`src/rtl/wb_ipi_mailbox.sv`:
```
// wb_ipi_mailbox: Wishbone B3 classic responder with one receive FIFO per core.
// A push to window n's DATA register queues a word for core n. A read of DATA pops that word.
// irq_o[n] is high while mailbox n holds data and its IRQ_EN bit is set.
// Optional build macro WB_IPI_MAILBOX_ERR_EN: an access to a window at or above
// NUM_CORES answers with wb_err_o. Without it, such an access is acked and has no effect.
module wb_ipi_mailbox #(
  parameter int NUM_CORES  = 1,
  parameter int DEPTH_LOG2 = 3,
  parameter int ADR_W      = 8
) (
  input  logic                 wb_clk_i,
  input  logic                 wb_rst_n_i,
  input  logic [ADR_W-1:0]     wb_adr_i,
  input  logic [31:0]          wb_dat_i,
  input  logic [3:0]           wb_sel_i,
  input  logic                 wb_we_i,
  input  logic                 wb_cyc_i,
  input  logic                 wb_stb_i,
  input  logic [2:0]           wb_cti_i,
  input  logic [1:0]           wb_bte_i,
  output logic [31:0]          wb_dat_o,
  output logic                 wb_ack_o,
  output logic                 wb_err_o,
  output logic                 wb_rty_o,
  output logic [NUM_CORES-1:0] irq_o
);

  localparam int DEPTH = 1 << DEPTH_LOG2;
  localparam int WIN_W = ADR_W - 4;
  localparam int IDX_W = (NUM_CORES > 1) ? $clog2(NUM_CORES) : 1;
  localparam logic [DEPTH_LOG2:0]   CNT_ONE  = {{DEPTH_LOG2{1'b0}}, 1'b1};
  localparam logic [DEPTH_LOG2:0]   CNT_FULL = {1'b1, {DEPTH_LOG2{1'b0}}};
  localparam logic [DEPTH_LOG2-1:0] PTR_ONE  = {{(DEPTH_LOG2-1){1'b0}}, 1'b1};

  // Handshake: a request is cyc & stb while no response is showing. The
  // registered response (ack or err) is high for exactly one cycle on the
  // edge after the request, and every side effect commits on that same edge.
  // A beat therefore takes two cycles at least, and a burst is served one beat at a time.
  logic             req;
  logic [WIN_W-1:0] win;
  logic [IDX_W-1:0] win_idx;
  logic [1:0]       reg_sel;
  logic             in_range;
  logic             resp_err;

  assign win      = wb_adr_i[ADR_W-1:4];
  assign win_idx  = win[IDX_W-1:0];
  assign reg_sel  = wb_adr_i[3:2];
  assign in_range = (32'(win) < 32'(NUM_CORES));
  assign req      = wb_cyc_i & wb_stb_i & ~wb_ack_o & ~wb_err_o;

`ifdef WB_IPI_MAILBOX_ERR_EN
  assign resp_err = ~in_range;
`else
  assign resp_err = 1'b0;
`endif

  assign wb_rty_o = 1'b0;

  // Pins that have no effect on behaviour
  logic unused_pins;
  assign unused_pins = ^{wb_cti_i, wb_bte_i, wb_sel_i[3:1], wb_adr_i[1:0]};

  // Per-mailbox state
  logic [31:0]           mem     [NUM_CORES][DEPTH];
  logic [DEPTH_LOG2-1:0] rd_ptr  [NUM_CORES];
  logic [DEPTH_LOG2-1:0] wr_ptr  [NUM_CORES];
  logic [DEPTH_LOG2:0]   count   [NUM_CORES];
  logic [NUM_CORES-1:0]  ovf;
  logic [NUM_CORES-1:0]  irq_en;
  logic [NUM_CORES-1:0]  empty;
  logic [NUM_CORES-1:0]  full;
  logic                  err_q;

  // Flags for each mailbox, taken from its occupancy count
  always_comb begin
    empty = '0;
    full  = '0;
    for (int i = 0; i < NUM_CORES; i++) begin
      empty[i] = (count[i] == '0);
      full[i]  = (count[i] == CNT_FULL);
    end
  end

  // Decoded side effects of the current request, for an in-range window only
  logic do_push, do_pop, do_clear, do_ien;
  assign do_push  = req & in_range & wb_we_i  & (reg_sel == 2'd0);
  assign do_pop   = req & in_range & ~wb_we_i & (reg_sel == 2'd0) & ~empty[win_idx];
  assign do_clear = req & in_range & wb_we_i  & (reg_sel == 2'd3);
  assign do_ien   = req & in_range & wb_we_i  & (reg_sel == 2'd2) & wb_sel_i[0];

  // Read data mux for the addressed register
  logic [31:0] rd_data;
  always_comb begin
    rd_data = '0;
    if (in_range) begin
      case (reg_sel)
        2'd0: if (!empty[win_idx]) rd_data = mem[win_idx][rd_ptr[win_idx]];
        2'd1: begin
          rd_data[DEPTH_LOG2:0] = count[win_idx];
          rd_data[16]           = empty[win_idx];
          rd_data[17]           = full[win_idx];
          rd_data[18]           = ovf[win_idx];
        end
        2'd2: rd_data[0] = irq_en[win_idx];
        default: rd_data = '0;
      endcase
    end
  end

  // Mailbox storage. It has no reset because the count decides which entries are valid.
  always_ff @(posedge wb_clk_i) begin
    if (do_push && !full[win_idx])
      mem[win_idx][wr_ptr[win_idx]] <= wb_dat_i;
  end

  // Pointers, counts, sticky overflow and interrupt enables
  always_ff @(posedge wb_clk_i or negedge wb_rst_n_i) begin
    if (!wb_rst_n_i) begin
      for (int i = 0; i < NUM_CORES; i++) begin
        rd_ptr[i] <= '0;
        wr_ptr[i] <= '0;
        count[i]  <= '0;
      end
      ovf    <= '0;
      irq_en <= '0;
    end else begin
      if (do_push) begin
        if (full[win_idx]) begin
          ovf[win_idx] <= 1'b1;
        end else begin
          wr_ptr[win_idx] <= wr_ptr[win_idx] + PTR_ONE;
          count[win_idx]  <= count[win_idx] + CNT_ONE;
        end
      end
      if (do_pop) begin
        rd_ptr[win_idx] <= rd_ptr[win_idx] + PTR_ONE;
        count[win_idx]  <= count[win_idx] - CNT_ONE;
      end
      if (do_clear) begin
        rd_ptr[win_idx] <= '0;
        wr_ptr[win_idx] <= '0;
        count[win_idx]  <= '0;
        ovf[win_idx]    <= 1'b0;
      end
      if (do_ien)
        irq_en[win_idx] <= wb_dat_i[0];
    end
  end

  // Bus response: a single-cycle ack or err, with read data captured on the same edge
  always_ff @(posedge wb_clk_i or negedge wb_rst_n_i) begin
    if (!wb_rst_n_i) begin
      wb_ack_o <= 1'b0;
      err_q    <= 1'b0;
      wb_dat_o <= '0;
    end else begin
      wb_ack_o <= req & ~resp_err;
      err_q    <= req & resp_err;
      if (req)
        wb_dat_o <= (resp_err || wb_we_i) ? 32'd0 : rd_data;
    end
  end

  assign wb_err_o = err_q;

  // Registered interrupts follow the committed mailbox state one cycle later
  always_ff @(posedge wb_clk_i or negedge wb_rst_n_i) begin
    if (!wb_rst_n_i) begin
      irq_o <= '0;
    end else begin
      for (int i = 0; i < NUM_CORES; i++)
        irq_o[i] <= irq_en[i] & ~empty[i];
    end
  end

endmodule
```
`config.mk`:
```
export PLATFORM = sky130hd
export DESIGN_NAME = wb_ipi_mailbox
export DESIGN_NICKNAME = d
export VERILOG_FILES = /design/src/rtl/wb_ipi_mailbox.sv
export SDC_FILE = /design/constraint.sdc
export NUM_CORES = 1
export LEC_CHECK = 0
export CORE_AREA = 2 2 203 205
export CTS_CLUSTER_SIZE = 14
export DETAILED_ROUTE_END_ITERATION = 7
export DIE_AREA = 0 0 205 207
export PLACE_DENSITY = 0.42
export SETUP_SLACK_MARGIN = 0.1
export SLEW_MARGIN = 20
export SYNTH_ARGS = -nofsm -noshare
export SYNTH_HDL_FRONTEND = slang
export SYNTH_SLANG_ARGS = --single-unit
```
`constraint.sdc`:
```
create_clock -name wb_clk_i -period 9.8 [get_ports wb_clk_i]
set_input_delay 1.47 -clock wb_clk_i [delete_from_list [all_inputs] [get_ports wb_clk_i]]
set_output_delay 1.47 -clock wb_clk_i [all_outputs]
set_load 0.01 [all_outputs]
```
==> run metrics, run 1 <==
Main synth FF type edfxtp_1; post-layout min period 4.56 ns; first-pass GRT wire length 40800 um; n_diodes 0; most frequent cell after synthesis edfxtp_1; H-tree depth 2; Worst R2R End mem[0][32]; WHS Endpoint wb_dat_o[26]; Distinct cells, synth 56; Worst slew margin 29.6%; Initial Util 29.4%; maximum clock rate 0.219 GHz; CP Launch Point wb_adr_i[4]; DIE AREA 42400 um^2; hold path depth 2; TritonCTS Buffers 35; synthesis-to-layout area growth 20.9%; Pwr Total 0.00268 W; number of synthesized flops with an enable pin 256; Hold Path Class register to register; Worst EP required 9.94 ns; Inst Count DP 1190; Hold Startpoint wb_dat_o[26]; Slew Limit Fails 0; status finished clean; Tightest Pin Transition 1.06 ns; num ports 90; share of cells above drive strength 1 20.1%; R2R depth 6; hold slack 0.479 ns; Crit-path slowest cell nor4b_4; DR vias/cell 4.70; CTS tree yes; Final Cell Area 14400 um^2; crit path buf inv count 2; worst path cell trace clkdlybuf4s50_1 -> or4_4 -> nor3_4 -> nand3_4 -> nor4b_4 -> buf_4; post-cts sizing count 0; die height 207 um; Final Non-Filler Cells 1253; Fin. Hold Viols 0; Post-synth ARST share 15.2%; top-area cell type share of the netlist area 64.7%; CP endpoint kind register; largest stage delay on the critical path 0.89 ns; Leak Pwr 4.52 nW; Cell Area, Synth 11900 um^2; Worst R2R Setup Slack 6.54 ns; Syn. warnings 0; Worst Path Max Fanout 23; drt first pass iters 4; placed inst area 13300 um^2; mean cell area of the mapped netlist 19.7 um^2; die extent in x 205 um; initial DRC count 359; DRC viols 0; total gr overflow 0; CTS Root Cell clkbuf_16; Post-DP HPWL 14500 um; period utilization 46.5%; Clock Latency Late Sink 0.51 ns; GRT Total Usage 13.1%; synthesized flop and latch total 302; CTS sink cnt 302; vias in the first global route 6299; P per Cell Area 187 nW/um^2; RSZ-0062 raised after global routing false; initial antenna violation count 1; final wirelength 27300 um; setup TNS 0 ns; CTS hold repair buffers 0; delay-heaviest family, CP simple AND/OR/NAND/NOR gates; top cells by count, synth edfxtp_1 (256), mux4_2 (64), dfrtp_1 (46); most area-hungry cell type in the Yosys netlist edfxtp_1; Final nets 756; crit path DAT 4.70 ns; core area 40400 um^2; largest net degree at the start of global routing 66; Synth Instances 603; Setup violations, final 0; gp weighted congestion 0.739; Post-CTS Setup Inserts 0; ANT nets after route 0; crit start category input port; Area contributors post-synth edfxtp_1 (65%), mux4_2 (12%), dfrtp_1 (9.7%); clk_skew 0.0134 ns; CTS Buffer Depth 3; maxcap violations 0; port bufs 77; clk slew on worst S/H paths 0.06 ns; routed wire length per instance 21.8 um; vias 5883; Seq/Total Area, Yosys 74.4%; Setup CP Type input port to register; r2r startpoint wb_ack_o; VDD IR max 0.000112 V; # rows 74
stage by stage:
stage	util, %	worst slack [ns]
6_report	35.6	5.24
5_1_grt	35.6	5.09
4_1_cts	35.6	5.24
3_5_place_dp	32.9	4.71
3_3_place_gp	32.9	4.69
2_1_floorplan	-	3.77
worst register-to-register path, stage by stage, from the launching register on:
cell and delay, ns:
dfrtp_1 0.38, nand3b_1 0.15, buf_4 0.31, nor3_4 0.36
nand3_4 0.23, nor4b_4 0.90, buf_4 0.54
cells in the final DEF (no fill, tap or decap), types with 6 or more instances in the layout:
master	Yosys	layout
nor2_1	6	6
dfrtp_1	46	43
mux4_2	64	64
clkdlybuf4s50_1	0	76
buf_4	2	12
clkinv_1	0	7
mux2i_1	37	37
clkbuf_16	0	37
nand2_1	34	34
inv_1	11	11
o21ai_0	9	9
ha_1	7	7
o21ai_1	27	27
edfxtp_1	256	256
clkbuf_1	16	12
flip-flops by register name, indices dropped and copies added (netlist names), named ones only:
register / count
wb_ack_o: 1
irq_o: 1
irq_en: 1
wb_dat_o: 32
count: 3
mem: 256
cell families (layout without fill, tap and decap cells):
kind of cell | Yosys count | in the layout | share of synthesized area, %
xor+xnor | 3 | 3 | 0.221
buf+inv | 47 | 164 | 1.92
simple gates | 77 | 77 | 3.98
fa+ha+maj | 7 | 7 | 0.737
other cells | 1 | 2 | 0.0316
compound gates | 64 | 64 | 3.39
flops | 302 | 302 | 74.4
mux | 102 | 102 | 15.3
per-layer routing:
layer / vias up / global-route usage, % / share of wire, %
li1: 2623 / - / -
met1: 3114 / 16.8 / 44
met2: 101 / 22.3 / 51
met3: 43 / 2.64 / 3.3
met4: 2 / 4.04 / 2.0
met5: - / 0 / 0.048
layout make-up:
type                    count  area, um^2
fillers                  3841       26000
clock inverters            13        81.3
clock buffers              50         985
flip-flops and latches    302        8840
well taps                 532         666
repair buffers             90         867
inverters                  11        41.3
multi-input cells         255        2880
power breakdown:
part / switching (W) / total (W) / internal (W)
clock network: 0.000489 / 0.00121 / 0.000723
logic: 0.0000387 / 0.0000668 / 0.0000281
registers: 0.00000426 / 0.00140 / 0.00140
worst max-delay path by stage:
| stage | depth (start not counted) | endpoint | slack, ns |
|---|---|---|---|
| 2_1_floorplan | 4 | mem[0][160] | 3.77 |
| 3_3_place_gp | 6 | mem[0][36] | 4.69 |
| 3_5_place_dp | 6 | mem[0][36] | 4.71 |
| 4_1_cts | 6 | mem[0][32] | 5.24 |
| 5_1_grt | 6 | mem[0][32] | 5.09 |
| 6_report | 6 | mem[0][32] | 5.24 |
No activity file was read; power rests on OpenSTA's default activity.
==> inputs of run 2 (changes only) <==
--- a/config.mk
+++ b/config.mk
@@ -9,7 +9,7 @@
 export CTS_CLUSTER_SIZE = 14
 export DETAILED_ROUTE_END_ITERATION = 7
 export DIE_AREA = 0 0 205 207
-export PLACE_DENSITY = 0.42
+export PLACE_DENSITY = 0.44
 export SETUP_SLACK_MARGIN = 0.1
 export SLEW_MARGIN = 20
 export SYNTH_ARGS = -nofsm -noshare
==> constraint.sdc (replaced) <==
create_clock -name wb_clk_i -period 3.9 [get_ports wb_clk_i]
set_input_delay 0.585 -clock wb_clk_i [delete_from_list [all_inputs] [get_ports wb_clk_i]]
set_output_delay 0.585 -clock wb_clk_i [all_outputs]
set_load 0.01 [all_outputs]
==> run 2 against run 1 <==
Effect of this change:
- first-iteration DRC count rose by 7.8%
- flip-flop and latch count did not move
- final area rose by 0.95%
- register-to-register slack got worse by 5.2 ns
- wire length fell by 2.1%
- sequential power rose to 2.5 times the previous value
- critical endpoint is now mem[0][104]
- largest power group unchanged
- highest routed layer unchanged
==> run metrics, run 2 (synthesized netlist as in run 1, its figures left out) <==
clk_skew 0.0115 ns (was 0.0134 ns); clk slew on worst S/H paths 0.05 ns (was 0.06 ns); PnR worst setup slack 1.10 ns (was 5.24 ns); maximum clock rate 0.357 GHz; DIE AREA 42400 um^2 (unchanged); port bufs 77 (unchanged); die extent in x 205 um (unchanged); max reg flops 256 (unchanged); Post-CTS Setup Inserts 0 (unchanged); GRT met2 Usage 22.6% (was 22.3%); worst path cell trace clkdlybuf4s50_1 -> or4_4 -> nor3_4 -> nand3_4 -> nor4b_4 -> buf_4 (unchanged); Final Cell Area 14500 um^2 (was 14400 um^2); Final nets 768 (was 756); CP endpoint kind register (unchanged); status finished clean (unchanged); CTS Root Cell clkbuf_16 (unchanged); DR vias/cell 4.64 (was 4.70); Worst EP required 4.06 ns (was 9.94 ns); gp weighted congestion 0.736 (was 0.739); delay-heaviest family, CP simple AND/OR/NAND/NOR gates (unchanged); Worst slew margin 36.3% (was 29.6%); ANT nets after route 0 (unchanged); CTS Buffer Depth 3 (unchanged); post-layout min period 2.80 ns; die height 207 um (unchanged); CTS sink cnt 302 (unchanged); crit path buf inv count 2 (unchanged); H-tree depth 2 (unchanged); pre-CTS WS 0.586 ns (was 4.71 ns); Leak Pwr 4.60 nW (was 4.52 nW); placed inst area 13400 um^2 (was 13300 um^2); total gr overflow 0 (unchanged); initial antenna violation count 1 (unchanged); CTS tree yes (unchanged); Clock Latency Late Sink 0.51 ns (about the same); crit start category input port (unchanged); most frequent cells in the layout edfxtp_1 (256), clkdlybuf4s50_1 (76), mux4_2 (64) (unchanged); M1 GR Usage 16.6% (was 16.8%); crit path DAT 2.97 ns (was 4.70 ns); Setup CP Type input port to register (unchanged); largest net degree at the start of global routing 37 (was 66); TritonCTS Buffers 35 (unchanged); n_diodes 0 (unchanged); RSZ-0062 raised after global routing false (unchanged); Tightest Pin Transition 0.956 ns (was 1.06 ns); busiest grt layer met2 (unchanged); largest stage delay on the critical path 0.61 ns (was 0.89 ns); post-cts sizing count 0 (unchanged); # rows 74 (unchanged); Fin. Hold Viols 0 (unchanged); vias 5879 (was 5883); first-pass GRT wire length 41000 um (was 40800 um); met3 GRT Util 2.16% (was 2.64%); num ports 90 (unchanged); routed wire length per instance 21.1 um (was 21.8 um); Hold Path Class input port to async pin (was register to register); Worst Path Max Fanout 20 (was 23); Initial Util 29.4% (unchanged); CTS hold repair buffers 0 (unchanged); DRC viols 0 (unchanged); GRT Total Usage 13.0% (was 13.1%); vias in the first global route 6538 (was 6299); core area 40400 um^2 (unchanged); Slew Limit Fails 0 (unchanged); maxcap violations 0 (unchanged); P per Cell Area 461 nW/um^2 (was 187 nW/um^2); synthesis-to-layout area growth 22.0% (was 20.9%); period utilization 71.8%; CP Launch Point wb_adr_i[7] (was wb_adr_i[4]); Post-DP HPWL 15800 um (was 14500 um); initial DRC count 387 (was 359); VDD IR max 0.000245 V (was 0.000112 V); Setup violations, final 0 (unchanged); final wirelength 26700 um (was 27300 um); drt first pass iters 5 (was 4); Crit-path slowest cell or4_4 (was nor4b_4); share of cells above drive strength 1 22.1% (was 20.1%); commonest non-fill, non-tap cell in the layout edfxtp_1 (unchanged)
[run 2: path summary, 6_finish.rpt]
check | endpoint | slack, ns | cells after the start
setup / recovery | mem[0][104] | 1.10 | 6
hold / removal | wb_dat_o[7] | 0.07 | 1
setup reg to reg | wb_dat_o[15] | 1.37 | 4
hold reg to reg | wb_dat_o[30] | 0.48 | 2
max in group asynchronous | async pin | 2.96 | 2
min in group wb_clk_i | wb_dat_o[30] | 0.48 | 2
[run 2: metrics by stage]
| step | util (%) | hold slack [ns] | TNS [ns] | std cells | total power (W) |
|---|---|---|---|---|---|
| floorplan | - | 0.289 | -105.27 | 604 | 0.00365 |
| global placement | 33.3 | 0.475 | 0 | 1202 | 0.00375 |
| detailed placement | 33.3 | 0.477 | 0 | 1202 | 0.00376 |
| CTS | 35.9 | 0.0953 | 0 | 1266 | 0.00679 |
| global route | 35.9 | 0.115 | 0 | 1266 | 0.00693 |
| finish | 35.9 | 0.0738 | 0 | 1266 | 0.00669 |
[run 2: report_power, final]
| part | leakage (nW) | switching (W) | total (W) | internal (W) |
|---|---|---|---|---|
| combinational | 1.15 | 0.0000987 | 0.000172 | 0.0000737 |
| clock | 0.524 | 0.00123 | 0.00299 | 0.00176 |
| sequential | 2.93 | 0.0000117 | 0.00352 | 0.00351 |
[run 2: area by class of cell]
cell class	instances	area, um^2
Clock buffer	49	980
Tap cell	532	666
Timing Repair Buffer	102	1000
Fill cell	3815	25900
Inverter	11	41.3
Multi-Input combinational cell	255	2880
Clock inverter	15	86.3
Sequential cell	302	8840
[run 2: metal layers]
metal | share of wire, % | up-vias
li1 | - | 2643
met1 | 43 | 3088
met2 | 52 | 108
met3 | 3.6 | 38
met4 | 2.0 | 2
met5 | 0.041 | -
==> inputs of run 3 (changes only) <==
--- a/config.mk
+++ b/config.mk
@@ -9,7 +9,7 @@
 export CTS_CLUSTER_SIZE = 14
 export DETAILED_ROUTE_END_ITERATION = 7
 export DIE_AREA = 0 0 205 207
-export PLACE_DENSITY = 0.44
+export PLACE_DENSITY = 0.42
 export SETUP_SLACK_MARGIN = 0.1
 export SLEW_MARGIN = 20
 export SYNTH_ARGS = -nofsm -noshare
==> constraint.sdc (replaced) <==
create_clock -name wb_clk_i -period 2.7 [get_ports wb_clk_i]
set_input_delay 0.405 -clock wb_clk_i [delete_from_list [all_inputs] [get_ports wb_clk_i]]
set_output_delay 0.405 -clock wb_clk_i [all_outputs]
set_load 0.01 [all_outputs]
==> run 3 against run 2 <==
Effect of this change:
- clock-buffer cell count up 1
- cell count is 1.7% higher
- largest power group unchanged
- non-clock buffer count rose by 23
- register-to-register slack worse by 1.0 ns
- core utilization grew 0.95 points
- flip-flop and latch count is the same
- combinational power up 54%
- via count up 1.9%
- setup slack worse by 0.80 ns
- clock power is 55% higher
- critical path depth is the same
==> run metrics, run 3 (synthesized netlist as in run 1, its figures left out) <==
Worst Path Max Fanout 17 (was 20); largest net degree at the start of global routing 37 (unchanged); Util after Layout 36.9% (was 35.9%); maxcap violations 0 (unchanged); CTS Root Cell clkbuf_16 (unchanged); max reg flops 256 (unchanged); pre-CTS WS -0.237 ns (was 0.586 ns); initial antenna violation count 1 (unchanged); drt first pass iters 4 (was 5); die height 207 um (unchanged); setup TNS 0 ns (unchanged); maximum clock rate 0.416 GHz; Leak Pwr 4.79 nW (was 4.60 nW); # fillers 3776 (was 3815); first-pass GRT wire length 41100 um (was 41000 um); crit start category input port (unchanged); hold slack 0.399 ns (was 0.0738 ns); synthesis-to-layout area growth 25.2% (was 22.0%); P per Cell Area 670 nW/um^2 (was 461 nW/um^2); Fin. Hold Viols 0 (unchanged); Final nets 791 (was 768); TritonCTS Buffers 35 (unchanged); total gr overflow 0 (unchanged); post-layout min period 2.40 ns; Hold Path Class input port to async pin (unchanged); RSZ-0062 raised after global routing false (unchanged); Worst R2R End mem[0][111] (was wb_dat_o[15]); Post-DP HPWL 17100 um (was 15800 um); clk slew on worst S/H paths 0.05 ns (about the same); share of cells above drive strength 1 24.2% (was 22.1%); routed wire length per instance 20.9 um (was 21.1 um); GRT Total Usage 13.0% (about the same); gp weighted congestion 0.737 (was 0.736); Final Non-Filler Cells 1288 (was 1266); CP endpoint kind register (unchanged); CTS sink cnt 302 (unchanged); Worst R2R Setup Slack 0.33 ns (was 1.37 ns); ANT nets after route 0 (unchanged); Setup CP Type input port to register (unchanged); Crit-path slowest cell or4_4 (unchanged); Post-CTS Setup Inserts 0 (unchanged); Slew Limit Fails 0 (unchanged); most frequent cells in the layout edfxtp_1 (256), clkdlybuf4s50_1 (76), mux4_2 (64) (unchanged); Inst Count DP 1224 (was 1202); H-tree depth 2 (unchanged); Worst EP required 2.91 ns (was 4.06 ns); DRC viols 0 (unchanged); initial DRC count 307 (was 387); n_diodes 0 (unchanged); final wirelength 27000 um (was 26700 um); num ports 90 (unchanged); core area 40400 um^2 (unchanged); R2R depth 6 (was 4); DR vias/cell 4.65 (was 4.64); CTS Buffer Depth 3 (unchanged); largest stage delay on the critical path 0.58 ns (was 0.61 ns); status finished clean (unchanged); vias 5991 (was 5879); die extent in x 205 um (unchanged); vias in the first global route 6588 (was 6538); commonest non-fill, non-tap cell in the layout edfxtp_1 (unchanged); period utilization 89.0%; DIE AREA 42400 um^2 (unchanged); clk_skew 0.0132 ns (was 0.0115 ns); Worst slew margin 58.7% (was 36.3%); PnR worst setup slack 0.296 ns (was 1.10 ns); port bufs 77 (unchanged); worst path cell trace clkdlybuf4s50_1 -> or4_4 -> nor3_4 -> nand3_4 -> nor4b_4 -> buf_12 (was clkdlybuf4s50_1 -> or4_4 -> nor3_4 -> nand3_4 -> nor4b_4 -> buf_4); Setup violations, final 0 (unchanged); crit path DAT 2.61 ns (was 2.97 ns); Initial Util 29.4% (unchanged); Clock Latency Late Sink 0.51 ns (about the same); VDD IR max 0.000514 V (was 0.000245 V); CTS tree yes (unchanged); # rows 74 (unchanged); Tightest Pin Transition 0.620 ns (was 0.956 ns)
run 3: area by class of cell:
class	count	area, um^2	share of cell area (%)
Clock buffer	50	995	6.68
Sequential cell	302	8840	59.4
Tap cell	532	666	4.47
Multi-Input combinational cell	255	2910	19.5
Clock inverter	13	138	0.925
Timing Repair Buffer	125	1290	8.68
Inverter	11	41.3	0.277
run 3: where the power goes:
group | internal (W) | total [W] | switching [W]
logic | 0.000116 | 0.000265 | 0.000149
registers | 0.00507 | 0.00509 | 0.0000175
clock network | 0.00285 | 0.00463 | 0.00178
run 3: per-layer routing:
layer / global-route usage (%) / part of all wire [%]
met5: 0 / 0.041
met4: 3.70 / 2.0
met3: 2.42 / 3.6
met2: 21.9 / 50
met1: 17.2 / 44
run 3: how the worst max path moves through the flow:
stage | startpoint | depth (start not counted) | to
global route | count[1] | 6 | mem[0][118]
floorplan | wb_adr_i[7] | 4 | mem[0][100]
finish | wb_adr_i[6] | 6 | mem[0][111]
detailed placement | wb_adr_i[6] | 6 | mem[0][116]
global placement | wb_adr_i[6] | 6 | mem[0][118]
CTS | wb_adr_i[6] | 6 | mem[0][118]
run 3: worst max-delay path, delay by kind of cell:
| family | cells | cell delay, ns |
|---|---|---|
| simple gates | 4 | 1.49 |
| buf+inv | 2 | 0.70 |
run 3: what timing repair did:
| action | in CTS | in global routing |
|---|---|---|
| endpoints found under the hold margin | 19 | 0 |
| hold buffers | 1 | 0 |
| gates resized for setup | 0 | 0 |
run 3: stage by stage:
step / total power (W) / area (um^2)
after floorplan: 0.00527 / 12000
after global placement: 0.00544 / 13700
after detailed placement: 0.00545 / 13700
after CTS: 0.0101 / 14900
after global routing: 0.0103 / 14900
final: 0.00998 / 14900
